$ cat src/rtl/pipe_pkg.sv
// Shared types and control-bit indices for the elastic pipeline stage.
package pipe_pkg;

  typedef enum logic [1:0] {
    OCC_EMPTY = 2'd0,
    OCC_ONE   = 2'd1,
    OCC_FULL  = 2'd2
  } occ_e;

  localparam int CTRL_PCSRC    = 0;
  localparam int CTRL_REGW     = 1;
  localparam int CTRL_MEMW     = 2;
  localparam int CTRL_MEMTOREG = 3;

endpackage

$ cat src/rtl/pipe_entry_reg.sv
// Load-enabled register holding one packed {ctrl, wa, data} pipeline entry.
module pipe_entry_reg #(
  parameter int W = 8
) (
  input  logic         clk,
  input  logic         reset,
  input  logic         load,
  input  logic [W-1:0] d,
  output logic [W-1:0] q
);

  logic [W-1:0] entry_reg;

  always_ff @(posedge clk) begin
    if (!reset) begin
      entry_reg <= '0;
    end else if (load) begin
      entry_reg <= d;
    end
  end

  assign q = entry_reg;

endmodule

$ cat src/rtl/pipe_stage_elastic.sv
// Elastic pipeline stage register: valid/ready handshake, optional skid entry,
// synchronous flush, bubble-gated control bits and a saturating stall counter.
module pipe_stage_elastic
  import pipe_pkg::*;
#(
  parameter int DATA_W   = 32,
  parameter int NUM_DATA = 2,
  parameter int RA_W     = 4,
  parameter int CTRL_W   = 4,
  parameter int SKID     = 1,
  parameter int CNT_W    = 16
) (
  input  logic                       clk,
  input  logic                       reset,
  input  logic                       flush,
  input  logic                       in_valid,
  output logic                       in_ready,
  input  logic [CTRL_W-1:0]          in_ctrl,
  input  logic [RA_W-1:0]            in_wa,
  input  logic [NUM_DATA*DATA_W-1:0] in_data,
  output logic                       out_valid,
  input  logic                       out_ready,
  output logic [CTRL_W-1:0]          out_ctrl,
  output logic [RA_W-1:0]            out_wa,
  output logic [NUM_DATA*DATA_W-1:0] out_data,
  output logic [CNT_W-1:0]           stall_cnt
);

  localparam int ENTRY_W = CTRL_W + RA_W + NUM_DATA * DATA_W;

  occ_e state_reg, state_next;
  logic main_load, skid_load, main_from_skid;
  logic accept, take;
  logic [ENTRY_W-1:0] in_entry, main_d, main_q, skid_q;
  logic [CTRL_W-1:0]  main_ctrl;
  logic [CNT_W-1:0]   stall_cnt_reg;

  assign in_entry  = {in_ctrl, in_wa, in_data};
  assign out_valid = (state_reg != OCC_EMPTY);
  assign accept    = in_valid & in_ready;
  assign take      = out_valid & out_ready;

  // With a skid entry, in_ready depends only on registered state.
  if (SKID != 0) begin : g_ready_skid
    assign in_ready = reset & (state_reg != OCC_FULL);
  end else begin : g_ready_pass
    assign in_ready = reset & (~out_valid | out_ready);
  end

  always_ff @(posedge clk) begin
    if (!reset) begin
      state_reg <= OCC_EMPTY;
    end else begin
      state_reg <= state_next;
    end
  end

  always_comb begin
    state_next     = state_reg;
    main_load      = 1'b0;
    skid_load      = 1'b0;
    main_from_skid = 1'b0;
    if (flush) begin
      state_next = OCC_EMPTY;
    end else begin
      case (state_reg)
        OCC_EMPTY: begin
          if (accept) begin
            state_next = OCC_ONE;
            main_load  = 1'b1;
          end
        end
        OCC_ONE: begin
          if (accept && take) begin
            main_load = 1'b1;
          end else if (accept && SKID != 0) begin
            state_next = OCC_FULL;
            skid_load  = 1'b1;
          end else if (take) begin
            state_next = OCC_EMPTY;
          end
        end
        OCC_FULL: begin
          if (take) begin
            state_next     = OCC_ONE;
            main_load      = 1'b1;
            main_from_skid = 1'b1;
          end
        end
        default: state_next = OCC_EMPTY;
      endcase
    end
  end

  assign main_d = main_from_skid ? skid_q : in_entry;

  pipe_entry_reg #(.W(ENTRY_W)) u_main (
    .clk   (clk),
    .reset (reset),
    .load  (main_load),
    .d     (main_d),
    .q     (main_q)
  );

  if (SKID != 0) begin : g_skid
    pipe_entry_reg #(.W(ENTRY_W)) u_skid (
      .clk   (clk),
      .reset (reset),
      .load  (skid_load),
      .d     (in_entry),
      .q     (skid_q)
    );
  end else begin : g_no_skid
    logic unused_skid_load;
    assign unused_skid_load = skid_load;
    assign skid_q           = '0;
  end

  assign {main_ctrl, out_wa, out_data} = main_q;
  // Bubbles must never carry live control bits downstream.
  assign out_ctrl = out_valid ? main_ctrl : '0;

  always_ff @(posedge clk) begin
    if (!reset) begin
      stall_cnt_reg <= '0;
    end else if (out_valid && !out_ready && stall_cnt_reg != '1) begin
      stall_cnt_reg <= stall_cnt_reg + 1'b1;
    end
  end

  assign stall_cnt = stall_cnt_reg;

endmodule

$ cat config.mk
export PLATFORM = sky130hd
export DESIGN_NAME = pipe_stage_elastic
export DESIGN_NICKNAME = d
export VERILOG_FILES = /design/src/rtl/pipe_pkg.sv /design/src/rtl/pipe_entry_reg.sv /design/src/rtl/pipe_stage_elastic.sv
export SDC_FILE = /design/constraint.sdc
export NUM_CORES = 1
export LEC_CHECK = 0
export CAP_MARGIN = 20
export CORE_ASPECT_RATIO = 0.75
export CORE_MARGIN = 8
export CORE_UTILIZATION = 55
export DETAILED_ROUTE_END_ITERATION = 8
export DONT_BUFFER_PORTS = 1
export MAX_ROUTING_LAYER = met4
export PLACE_DENSITY = 0.79
export SLEW_MARGIN = 25
export SYNTH_ARGS = -nofsm -noshare
export SYNTH_HDL_FRONTEND = slang
export SYNTH_SLANG_ARGS = --single-unit
$ cat constraint.sdc
create_clock -name clk -period 4.2 [get_ports clk]
set_clock_uncertainty 0.15 [all_clocks]
set_input_delay 0.21 -clock clk [delete_from_list [all_inputs] [get_ports clk]]
set_output_delay 0.21 -clock clk [all_outputs]
set_load 0.1 [all_outputs]
==> out/results.ini <==
[grt]
grt_overflow=0
antenna_found_initial=3
grt_pass1_wl_mm=31.5
grt_max_degree=146
grtUsageTotal_pct=21.2
grt_pass1_vias=6074

[detailed_routing]
wire_per_inst_um=19.4
via_per_inst=5.96
drtPass1Iterations=5
drc=0
ant_nets=0
num_vias=6108
drt_iter0_drc=457
wirelength_mm=19.9

[timing]
tightest_slew_ns=1.11
min_period_ns=3.03
slew_viol_final=0
hold_viol=0
relSlewSlack_pct=26.2
setup_violations=0
rsz0062_at_grt=no
timing.final.crit_share_pct=72.1
hold_ws_ns=0.0647
fin_tns_setup_ns=0
fmax_ghz=0.330

[job]
cap_violations=0

[cts]
root_buffer=clkbuf_16
cts_tree=built
cts_buffer_depth=2
cts.sinks=162
post_cts_resized=0
cts_buffers=17
cts_htree_levels=4
clkSlewWorstSetupHoldPaths_ns=0.06
clkLatencyLatePin_ns=0.42

[placement]
portBuffers=0
place_congestion=0.772
dpl.hpwl_mm=12.0

[synthesis]
syn_nets=920
synthCells=842
synth_top_area_share_pct=40.0
ys_seq_area_share_pct=40.0
synth_cell_types=46
synth_edf_count=0
synthFlopType=dfxtp_1
syn-mean-instance-area_um2=9.64
synthTopCellsByCount=dfxtp_1 (162), nand2_1 (155), a21oi_1 (84)
synth.most_common_cell=dfxtp_1
yosysWarnings=0
synth-seq-cells=162
ys_top_cells_by_area=dfxtp_1 (40%), mux2_4 (13%), o311a_1 (8.9%), nand2_1 (7.2%), o21bai_1 (6.8%)
netlist_area_um2=8120
synth_async_sr_flop_share_pct=0
synth_largest_area_cell=dfxtp_1

[floorplanning]
row_count=38
start_util_pct=56.2
ioPinCount=167
die_h_um=121
die_w_um=156
coreArea_um2=14500
dieArea_um2=18900

[power_and_ir_drop]
power_leakage_uw=0.00325
swShare_pct=28.8
switchingPower_uw=1050
ir_worst_vdd_mv=0.275
p_comb_share_pct=9.0
power.density_nw_per_um2=408
p_int_uw=2600
p_clk_share_pct=40.1
seqPwrFrac_pct=51.0

[worst_setup_path]
crit_fanout=17
critPathKind=reg -> reg
cp-start-kind=flip-flop
arrival_ns=3.22
crit_required_ns=4.39
worstSetupEndpointType=flip-flop

[cells_and_area]
area_growth_syn_to_layout_pct=10.4
fill_cells=1115
nets=885
drive_above_1_share_pct=16.6

[hold_path]
hold_class=in -> reg

[run_status]
status=complete, no violations

==> worst max-delay path, cell delays in order (launching register included) <==
cell and delay (ns):
dfxtp_1 1.05, nand4_1 0.53, nor4_4 0.83, o31ai_1 0.23, a21oi_1 0.16
==> layout by cell type, fill, tap and decap left out, drive strengths merged, types with 2 or more instances in the layout <==
cell type	Yosys	routed
clkbuf	48	23
a21oi	84	84
nor2b	6	6
inv	3	5
mux2	72	72
nand4	4	4
nor2	5	5
o41ai	2	2
buf	98	17
dfxtp	162	162
or4	7	7
nand3	2	2
nor4	4	4
o21bai	73	73
nand2b	4	4
nand2	155	155
o311a	72	72
dlygate4sd3	0	75
or3	2	2
nor4bb	2	2
o31ai	6	6
diode	0	5
o21ai	3	3
clkinv	1	5
and3	4	4
nor3	4	4
mux2i	4	4
nand3b	2	2
==> final timing paths <==
kind | start | endpoint | slack, ns | cells after the start
max | stall_cnt[11]$_SDFFE_PN0P_ | stall_cnt[3]$_SDFFE_PN0P_ | 1.17 | 4
min | reset | u_main.q[62]$_SDFFE_PN0P_ | 0.06 | 2
max reg2reg | stall_cnt[11]$_SDFFE_PN0P_ | stall_cnt[3]$_SDFFE_PN0P_ | 1.17 | 4
min reg2reg | g_skid.u_skid.q[71]$_SDFFE_PN0P_ | g_skid.u_skid.q[71]$_SDFFE_PN0P_ | 0.30 | 2
==> logic make-up (layout without fill, tap and decap cells) <==
group / count (synthesis) / count (layout) / share of synthesized area (%)
AOI/OAI and AO/OA: 245 / 245 / 22.4
and+or+nand+nor: 207 / 207 / 11.7
DFF: 162 / 162 / 40.0
buffers and inverters: 150 / 127 / 12.0
muxes: 76 / 76 / 13.7
adders and majority gates: 1 / 1 / 0.154
xor gates and xnor gates: 1 / 1 / 0.108
other: 0 / 5 / 0
==> per-layer routing <==
| layer | vias up | global-route usage (%) | routed length [um] |
|---|---|---|---|
| met5 | - | - | 0 |
| met4 | 0 | 9.94 | 591 |
| met3 | 50 | 6.01 | 1610 |
| met2 | 245 | 34.3 | 9490 |
| met1 | 2932 | 24.0 | 8220 |
| li1 | 2881 | - | - |
==> cell type report <==
cell class	count	area, um^2	share of cell area (%)
Inverter	4	15.0	0.168
Timing Repair Buffer	92	943	10.5
Sequential cell	162	3250	36.2
Clock buffer	23	478	5.34
Multi-Input combinational cell	530	3930	43.9
Tap cell	200	250	2.79
Clock inverter	8	78.8	0.880
Antenna cell	5	12.5	0.140
==> power groups by stage <==
| stage | sequential, uW | combinational (uW) | clock (uW) |
|---|---|---|---|
| 2_1_floorplan | 1630 | 525 | 0 |
| 3_3_place_gp | 1900 | 205 | 0 |
| 3_5_place_dp | 1900 | 215 | 0 |
| 4_1_cts | 1860 | 323 | 1490 |
| 5_1_grt | 1870 | 353 | 1560 |
| 6_report | 1860 | 328 | 1470 |
==> what timing repair did <==
item                      CTS  global route
setup buffers               0             0
hold endpoints to repair  151             0
hold buffers               77             0
==> metrics by stage <==
stage               cells  setup slack (ns)  total power [uW]  utilization [%]  area (um^2)
floorplan             842              1.57              2160                -         8120
global placement      910              1.51              2100             52.2         7550
detailed placement    910              1.28              2110             52.3         7550
CTS                  1018              1.26              3680             61.7         8920
global route         1022              1.10              3780             61.9         8950
finish               1024              1.17              3660             62.0         8960
(Power assumes the default switching activity.)
